--- config.mk ---
export PLATFORM = sky130hd
export DESIGN_NAME = approx_mult_pipe
export DESIGN_NICKNAME = d
export VERILOG_FILES = /design/src/rtl/approx_mult_pkg.sv /design/src/rtl/approx_mult_core.sv /design/src/rtl/approx_mult_pipe.sv
export SDC_FILE = /design/constraint.sdc
export NUM_CORES = 1
export LEC_CHECK = 0
export CORE_UTILIZATION = 59
export CTS_CLUSTER_SIZE = 24
export DETAILED_ROUTE_END_ITERATION = 6
export PLACE_DENSITY_LB_ADDON = 0.08
export REMOVE_ABC_BUFFERS = 1
export SYNTH_ARGS = -nofsm -noshare
export SYNTH_HDL_FRONTEND = slang
export SYNTH_SLANG_ARGS = --single-unit
--- constraint.sdc ---
create_clock -name clk -period 2.7 [get_ports clk]
set_clock_uncertainty 0.1 [all_clocks]
set_input_delay 0.54 -clock clk [delete_from_list [all_inputs] [get_ports clk]]
set_output_delay 0.54 -clock clk [all_outputs]
set_load 0.01 [all_outputs]
--- src/rtl/approx_mult_pkg.sv ---
// Shared definitions for the streaming approximate multiplier: legal parameter
// ranges, the stat counter type and the compensation-vector helper.
package approx_mult_pkg;

    localparam int unsigned MIN_W  = 2;
    localparam int unsigned MAX_W  = 32;
    localparam int unsigned MIN_L  = 1;
    localparam int unsigned MAX_PW = 2 * MAX_W;
    localparam int unsigned XI_W   = $clog2(MAX_W);
    localparam int unsigned PI_W   = $clog2(MAX_PW);
    localparam int unsigned STAT_W = 32;

    typedef logic [STAT_W-1:0] stat_cnt_t;

    function automatic bit cfg_legal(input int w, input int l);
        return (w >= int'(MIN_W)) && (w <= int'(MAX_W)) &&
               (l >= int'(MIN_L)) && (l <= w - 1);
    endfunction

    // comp[c] = OR of x[i] & y[j] over the dropped rows i < l, restricted to
    // columns c = i + j in w-1 .. w+l-2; every other bit stays zero.
    function automatic logic [MAX_PW-1:0] approx_comp(
        input logic [MAX_W-1:0] x,
        input logic [MAX_W-1:0] y,
        input int               w,
        input int               l
    );
        logic [MAX_PW-1:0] comp;
        comp = '0;
        for (int i = 0; i < int'(MAX_W); i++) begin
            for (int j = 0; j < int'(MAX_W); j++) begin
                if (i < l && j < w && (i + j) >= (w - 1) && (i + j) <= (w + l - 2)) begin
                    comp[PI_W'(i + j)] = comp[PI_W'(i + j)] | (x[XI_W'(i)] & y[XI_W'(j)]);
                end
            end
        end
        return comp;
    endfunction

endpackage

--- src/rtl/approx_mult_core.sv ---
// Combinational partial products for one beat: the kept high rows, the
// compensation vector that stands in for the dropped rows, and the exact low-row sum.
module approx_mult_core
    import approx_mult_pkg::*;
#(
    parameter int unsigned W = 8,
    parameter int unsigned L = 2
) (
    input  logic [W-1:0]   x,
    input  logic [W-1:0]   y,
    output logic [2*W-1:0] hi_prod,
    output logic [2*W-1:0] comp,
    output logic [2*W-1:0] low_sum
);

    localparam int unsigned PW = 2 * W;

    logic [PW-1:0] y_ext;
    logic [PW-1:0] x_hi_ext;
    logic [PW-1:0] x_lo_ext;

    always_comb begin
        y_ext    = PW'(y);
        x_hi_ext = PW'(x[W-1:L]);
        x_lo_ext = PW'(x[L-1:0]);
        // hi_prod is left unshifted; the << L happens in the final add stage.
        hi_prod  = y_ext * x_hi_ext;
        low_sum  = y_ext * x_lo_ext;
        comp     = PW'(approx_comp(MAX_W'(x), MAX_W'(y), int'(W), int'(L)));
    end

endmodule

--- src/rtl/approx_mult_pipe.sv ---
// Two-stage valid/ready approximate multiplier with per-beat exact/approx mode.
// Optional error statistics (err_cnt, err_max) are built when APPROX_ERR_STAT_EN is defined.
module approx_mult_pipe
    import approx_mult_pkg::*;
#(
    parameter int unsigned W = 8,
    parameter int unsigned L = 2
) (
    input  logic           clk,
    input  logic           rst_n,
    input  logic           in_valid,
    output logic           in_ready,
    input  logic [W-1:0]   in_x,
    input  logic [W-1:0]   in_y,
    input  logic           in_exact,
    output logic           out_valid,
    input  logic           out_ready,
`ifdef APPROX_ERR_STAT_EN
    output logic [2*W-1:0] out_z,
    output stat_cnt_t      err_cnt,
    output logic [2*W-1:0] err_max
`else
    output logic [2*W-1:0] out_z
`endif
);

    localparam int unsigned PW = 2 * W;

    if (!cfg_legal(int'(W), int'(L))) begin : g_bad_cfg
        $error("approx_mult_pipe: W must be 2..32 and L must be 1..W-1");
    end

    logic [PW-1:0] core_hi;
    logic [PW-1:0] core_comp;
    logic [PW-1:0] core_low;

    approx_mult_core #(.W(W), .L(L)) u_core (
        .x       (in_x),
        .y       (in_y),
        .hi_prod (core_hi),
        .comp    (core_comp),
        .low_sum (core_low)
    );

    logic          s1_valid_q, s1_valid_d;
    logic          s1_exact_q, s1_exact_d;
    logic [PW-1:0] s1_hi_q,    s1_hi_d;
    logic [PW-1:0] s1_comp_q,  s1_comp_d;
    logic [PW-1:0] s1_low_q,   s1_low_d;
    logic          out_valid_q, out_valid_d;
    logic [PW-1:0] out_z_q,    out_z_d;

    logic          s2_load;
    logic          s1_load;
    logic          accept;
    logic [PW-1:0] hi_sh;
    logic [PW-1:0] approx_z;
    logic [PW-1:0] exact_z;

    always_comb begin
        s2_load  = !out_valid_q || out_ready;
        s1_load  = !s1_valid_q || s2_load;
        accept   = in_valid && s1_load;

        hi_sh    = s1_hi_q << L;
        approx_z = hi_sh + s1_comp_q;
        exact_z  = hi_sh + s1_low_q;

        s1_valid_d = s1_valid_q;
        s1_exact_d = s1_exact_q;
        s1_hi_d    = s1_hi_q;
        s1_comp_d  = s1_comp_q;
        s1_low_d   = s1_low_q;
        if (s1_load) begin
            s1_valid_d = accept;
        end
        if (accept) begin
            s1_exact_d = in_exact;
            s1_hi_d    = core_hi;
            s1_comp_d  = core_comp;
            s1_low_d   = core_low;
        end

        out_valid_d = out_valid_q;
        out_z_d     = out_z_q;
        if (s2_load) begin
            out_valid_d = s1_valid_q;
            if (s1_valid_q) begin
                out_z_d = s1_exact_q ? exact_z : approx_z;
            end
        end
    end

    always_ff @(posedge clk or negedge rst_n) begin
        if (!rst_n) begin
            s1_valid_q  <= 1'b0;
            s1_exact_q  <= 1'b0;
            s1_hi_q     <= '0;
            s1_comp_q   <= '0;
            s1_low_q    <= '0;
            out_valid_q <= 1'b0;
            out_z_q     <= '0;
        end else begin
            s1_valid_q  <= s1_valid_d;
            s1_exact_q  <= s1_exact_d;
            s1_hi_q     <= s1_hi_d;
            s1_comp_q   <= s1_comp_d;
            s1_low_q    <= s1_low_d;
            out_valid_q <= out_valid_d;
            out_z_q     <= out_z_d;
        end
    end

    assign in_ready  = s1_load;
    assign out_valid = out_valid_q;
    assign out_z     = out_z_q;

`ifdef APPROX_ERR_STAT_EN
    logic          s2_exact_q, s2_exact_d;
    logic [PW-1:0] s2_err_q,   s2_err_d;
    stat_cnt_t     err_cnt_q,  err_cnt_d;
    logic [PW-1:0] err_max_q,  err_max_d;

    // The error of the beat sitting in S2 is captured with it, so the stats
    // only move on the emit handshake and stay frozen under back-pressure.
    always_comb begin
        s2_exact_d = s2_exact_q;
        s2_err_d   = s2_err_q;
        if (s2_load && s1_valid_q) begin
            s2_exact_d = s1_exact_q;
            s2_err_d   = exact_z - approx_z;
        end

        err_cnt_d = err_cnt_q;
        err_max_d = err_max_q;
        if (out_valid_q && out_ready && !s2_exact_q) begin
            if (s2_err_q != '0 && err_cnt_q != '1) begin
                err_cnt_d = err_cnt_q + stat_cnt_t'(1);
            end
            if (s2_err_q > err_max_q) begin
                err_max_d = s2_err_q;
            end
        end
    end

    always_ff @(posedge clk or negedge rst_n) begin
        if (!rst_n) begin
            s2_exact_q <= 1'b0;
            s2_err_q   <= '0;
            err_cnt_q  <= '0;
            err_max_q  <= '0;
        end else begin
            s2_exact_q <= s2_exact_d;
            s2_err_q   <= s2_err_d;
            err_cnt_q  <= err_cnt_d;
            err_max_q  <= err_max_d;
        end
    end

    assign err_cnt = err_cnt_q;
    assign err_max = err_max_q;
`endif

endmodule

==> reports/results.ini, run 1 <==
[synthesis]
synth_top_flop_cell = dfrtp_1
ys_warn_count = 0
synth_area_leaders = dfrtp_1, fa_1, ha_1
syn_area_um2 = 4090
yosysUniqueCellTypes = 42
synth-seq-cells = 45
synth_commonest_cells = nand2_1, inv_1, dfrtp_1
syn_area_per_cell_um2 = 9.11
async_reset_ff_frac = 1.00
synth_edf_count = 0
yosysMostFrequentCell = nand2_1
synth_top_area_frac = 0.275
yosysTopAreaCell = dfrtp_1
yosysSeqAreaShare = 0.275
syn_inst = 449

[worst_setup_path]
worst-path-buf-inv = 3
crit_fanout = 3
worstPathCellList = buf_8, buf_6, nand2_2, fa_1, fa_2, fa_1, inv_2, ha_4, nor2b_4, o31a_1, o211ai_1, a21boi_2, o21a_1, o31ai_1
crit_family = adder cells
path_class = in -> reg
r2r-start = s1_hi_q[0]
r2r-end = out_z[12]
critPathLaunch = in_y[4]
cp_slowest_cell = fa_1
endpoint_kind = flip-flop
r2r_slack_ns = 0.23
critPathArrivalTime_ns = 3.67
reg2reg_depth = 9
worstPathRequired_ns = 2.80
slowest_delay_ns = 0.55
critPathCapture = s1_hi_q[11]
path_depth = 14
crit_top_cell = fa_1
start_kind = primary input

[power_and_ir_drop]
pwr-share-seq = 0.282
vdd_drop_max_uv = 285
sw_frac_of_total = 0.385
p_per_area_nw_per_um2 = 678
power.switching_uw = 1410
leakage_uw = 0.00258
p_int_uw = 2260
clockPowerShare = 0.138
pwr-share-comb = 0.581

[grt]
grt_pass1_wl_um = 15800
grt_antenna_before_repair = 0
grt_pass1_vias = 3525
grt_start_max_net_pins = 50
grt-ovfl-total = 0
grt_usage = 0.272

[cells_and_area]
antennaDiodeCount = 0
layout.nets = 641
drive_gt1_frac = 0.286
syn_to_final_growth_pct = 32.4
stdcell_area_um2 = 5410
seq_area_um2 = 1130
multi_input_area_um2 = 2970
fill_cells = 389
final_cells = 630

[timing]
fin_crit_sh = 1.32
tightestPinTransition_ns = 0.640
rsz0062_at_grt = yes
min_period_ns = 3.57
drv_slew = 0
slew_headroom = 0.573
finalHoldViolations = 0
setup_tns_ns = -6.48
finalWorstSetupSlack_ns = -0.872
max_freq_mhz = 280
setup_viol = 10

[clock_tree]
cts_buffers = 5
htree_levels = 2
hold_buffers = 0
cts_tree = yes
clkLatencyLatePin_ns = 0.30
clock-sinks = 45
root_buffer = clkbuf_8
cts_buffer_depth = 2
path_clk_slew_ns = 0.09

[die]
dieArea_um2 = 7270
start_util = 0.626
die_w_um = 85.3
pin_count = 39
die_y_um = 85.3
core-area_um2 = 6530
row_count = 29

[min_path]
min-delay-path-class = in -> async

[placement]
portBuffers = 38
dp_cells = 613
gp_congestion = 0.869
hpwlAfterDp_um = 6950
place_area_um2 = 4970

[detailed_routing]
wl_um = 9590
vias_per_cell = 5.46
first_pass_iters = 4
vias = 3440
wl_per_cell_um = 15.2
drc = 0
drt_iter0_drc = 135
ant_nets = 0

[flow_run]
drv_cap = 0

[outcome]
status = finished, violations left
violations = negative setup slack

==> layout make-up <==
type / count / share of cell area
multi-input cells: 347 / 0.549
clock inverters: 2 / 0.00716
clock buffers: 6 / 0.0134
flip-flops and latches: 45 / 0.208
repair buffers: 105 / 0.171
inverters: 48 / 0.0333
well taps: 77 / 0.0178
==> through the flow <==
step | hold WS, ns | worst slack [ns] | total power (uW) | util
after global routing | 0.202 | -0.986 | 3980 | 0.829
final | 0.149 | -0.872 | 3670 | 0.829
after CTS | 0.176 | -0.925 | 3540 | 0.800
after global placement | 0.361 | -1.71 | 2790 | 0.762
after detailed placement | 0.369 | -1.82 | 2870 | 0.762
after floorplan | 0.144 | -1.09 | 2170 | -
==> cell usage in the layout, fill, tap and decap left out, types with 8 or more instances in the layout <==
cell             netlist  routed
a21oi_1               14      11
and2_1                37      25
and2_4                 0      12
buf_4                  0      59
buf_6                  0      16
clkdlybuf4s50_1        0      21
dfrtp_1               45      45
fa_1                  28      24
ha_1                  40      32
inv_1                 48      40
inv_2                  0       8
nand2_1               78      71
nor2_1                 9       8
o21ai_0               42      36
xnor2_1               15      15
==> routing by layer <==
| metal | wire, um | up-vias | part of all wire | track usage |
|---|---|---|---|---|
| met3 | 285 | 24 | 0.030 | 0.0282 |
| li1 | - | 1709 | - | - |
| met1 | 4190 | 1622 | 0.44 | 0.353 |
| met5 | 0 | - | 0 | 0 |
| met2 | 4890 | 85 | 0.51 | 0.488 |
| met4 | 226 | 0 | 0.024 | 0.0667 |
==> worst min-delay path by stage <==
stage          startpoint  slack, ns          to  cells after the start
6_report            rst_n       0.15   out_valid                      1
3_3_place_gp     out_z[3]       0.36    out_z[3]                      2
5_1_grt             rst_n       0.20  s1_valid_q                      1
3_5_place_dp     out_z[9]       0.37    out_z[9]                      2
2_1_floorplan       rst_n       0.14   out_valid                      0
4_1_cts             rst_n       0.18    out_z[3]                      1
==> sequential cells by signal, indices dropped and copies added (netlist names) <==
signal / count
out_z: 16
out_valid: 1
s1_low_q: 10
s1_hi_q: 14
s1_comp_q: 2
s1_valid_q: 1
s1_exact_q: 1
==> power groups by stage <==
stage	clock network, uW	registers [uW]	logic (uW)
finish	506	1030	2130
global route	543	1060	2370
CTS	517	1040	1980
detailed placement	0	1050	1820
global placement	0	1040	1760
floorplan	0	1060	1110
==> logic make-up after synthesis <==
family          count (synthesis)  share of synthesized area
compound gates                101                      0.171
xor+xnor                       21                     0.0450
fa+ha+maj                      68                      0.259
buf+inv                        57                     0.0526
flops                          45                      0.275
mux                            10                     0.0263
simple gates                  147                      0.171
==> repair_timing <==
item,in CTS,in global routing
pin swaps,39,37
setup buffers,3,7
setup endpoints to repair,12,13
gates resized for setup,90,65
(Power assumes the default switching activity.)
==> run 2, diff against run 1 <==
--- a/config.mk
+++ b/config.mk
@@ -5,11 +5,12 @@
 export SDC_FILE = /design/constraint.sdc
 export NUM_CORES = 1
 export LEC_CHECK = 0
-export CORE_UTILIZATION = 59
+export CORE_UTILIZATION = 60
 export CTS_CLUSTER_SIZE = 24
 export DETAILED_ROUTE_END_ITERATION = 6
 export PLACE_DENSITY_LB_ADDON = 0.08
 export REMOVE_ABC_BUFFERS = 1
 export SYNTH_ARGS = -nofsm -noshare
 export SYNTH_HDL_FRONTEND = slang
+export SYNTH_HIERARCHICAL = 1
 export SYNTH_SLANG_ARGS = --single-unit
==> reports/results.ini, run 2 <==
[outcome]
status = finished, violations left
violations = negative setup slack

[grt]
grt_usage = 0.276
grt_pass1_wl_um = 19200
grt_start_max_net_pins = 48
grt_antenna_before_repair = 0
grt_pass1_vias = 4201
grt-ovfl-total = 0

[timing]
setup_tns_ns = -7.50
setup_viol = 10
rsz0062_at_grt = yes
fin_crit_sh = 1.35
drv_slew = 0
min_period_ns = 3.65
slew_headroom = 0.506
finalWorstSetupSlack_ns = -0.951
finalHoldViolations = 0
holdWs_ns = 0.150
max_freq_mhz = 274
tightestPinTransition_ns = 0.741

[power_and_ir_drop]
vdd_drop_max_uv = 354
p_per_area_nw_per_um2 = 804
leakage_uw = 0.00318
total_power_uw = 5350

[worst_setup_path]
endpoint_kind = flip-flop
critPathLaunch = in_y[5]
reg2reg_depth = 8
path_class = in -> reg
crit_fanout = 5
r2r-start = s1_exact_q
r2r_slack_ns = 0.15
critPathArrivalTime_ns = 3.79
start_kind = primary input
r2r-end = out_z[13]
critPathCapture = s1_hi_q[10]
worstPathRequired_ns = 2.83

[synthesis]
syn_area_per_cell_um2 = 10.1
ys_warn_count = 6
syn_area_um2 = 5320
syn_inst = 527

[cells_and_area]
drive_gt1_frac = 0.339
fill_cells = 556
antennaDiodeCount = 0
final_cells = 731
layout.nets = 713
final_cell_mix = dfrtp_1, mux2_2, buf_4, nand2_1, inv_1
mostFrequentLayoutCell = dfrtp_1
syn_to_final_growth_pct = 25.1

[die]
core-area_um2 = 8380
die_w_um = 96.2
start_util = 0.635
row_count = 33
die_y_um = 96.2
pin_count = 39
dieArea_um2 = 9240

[detailed_routing]
first_pass_iters = 4
wl_um = 12000
ant_nets = 0
vias_per_cell = 5.46
drc = 0
vias = 3992
wl_per_cell_um = 16.4
drt_iter0_drc = 174

[clock_tree]
root_buffer = clkbuf_8
cts_buffers = 9
hold_buffers = 0
cts_buffer_depth = 2
clkLatencyLatePin_ns = 0.35
htree_levels = 3
cts_tree = yes
clock-sinks = 65
path_clk_slew_ns = 0.07

[placement]
gp_congestion = 0.881
place_ws_ns = -1.88
portBuffers = 38
hpwlAfterDp_um = 8490
dp_cells = 703

[flow_run]
drv_cap = 0

[min_path]
min-delay-path-class = in -> async

run 2: routing by layer:
metal  global-route usage  wire length, um  vias up
li1                     -                -     1928
met1                0.320             4960     1954
met2                0.519             6380       89
met3               0.0316              382       21
met4                0.101              236        0
met5                    0                0        -
run 2: layout make-up:
cell class,instances,area [um2],area share
flip-flops and latches,65,1630,0.244
repair buffers,99,905,0.136
inverters,50,188,0.0282
well taps,105,131,0.0197
multi-input cells,397,3590,0.540
clock buffers,12,145,0.0218
clock inverters,3,65.1,0.00978
run 2: power by group:
group	switching (uW)	internal [uW]	total, uW
sequential	170	1250	1420
combinational	1480	1560	3040
clock	353	539	892
total	2000	3350	5350
run 2: worst min path at each step:
stage | to | slack [ns]
floorplan | out_valid | 0.14
global placement | out_z[0] | 0.36
detailed placement | out_z[2] | 0.37
CTS | s1_low_q[14] | 0.17
global route | s1_low_q[14] | 0.22
finish | s1_low_q[12] | 0.15
run 2: worst max-delay path, stage by stage:
cell and delay, ns:
buf_8 0.10, and2_4 0.15, fa_1 0.51, fa_1 0.54, inv_2 0.04, fa_1 0.51
inv_2 0.05, ha_4 0.25, and3_2 0.20, a211oi_4 0.25, buf_4 0.17, a21oi_2 0.05
xor2_1 0.15, mux2_4 0.27
run 2: what timing repair did:
item / 4_1_cts / 5_1_grt
gates resized for setup: 127 / 19
endpoints found under the setup margin: 11 / 14
buffers inserted: 11 / 4
pin swaps: 40 / 23
run 2: per-stage QoR:
step	instance area, um2	util
floorplan	5150	-
global placement	6060	0.723
detailed placement	6060	0.723
CTS	6550	0.782
global route	6650	0.794
finish	6650	0.794
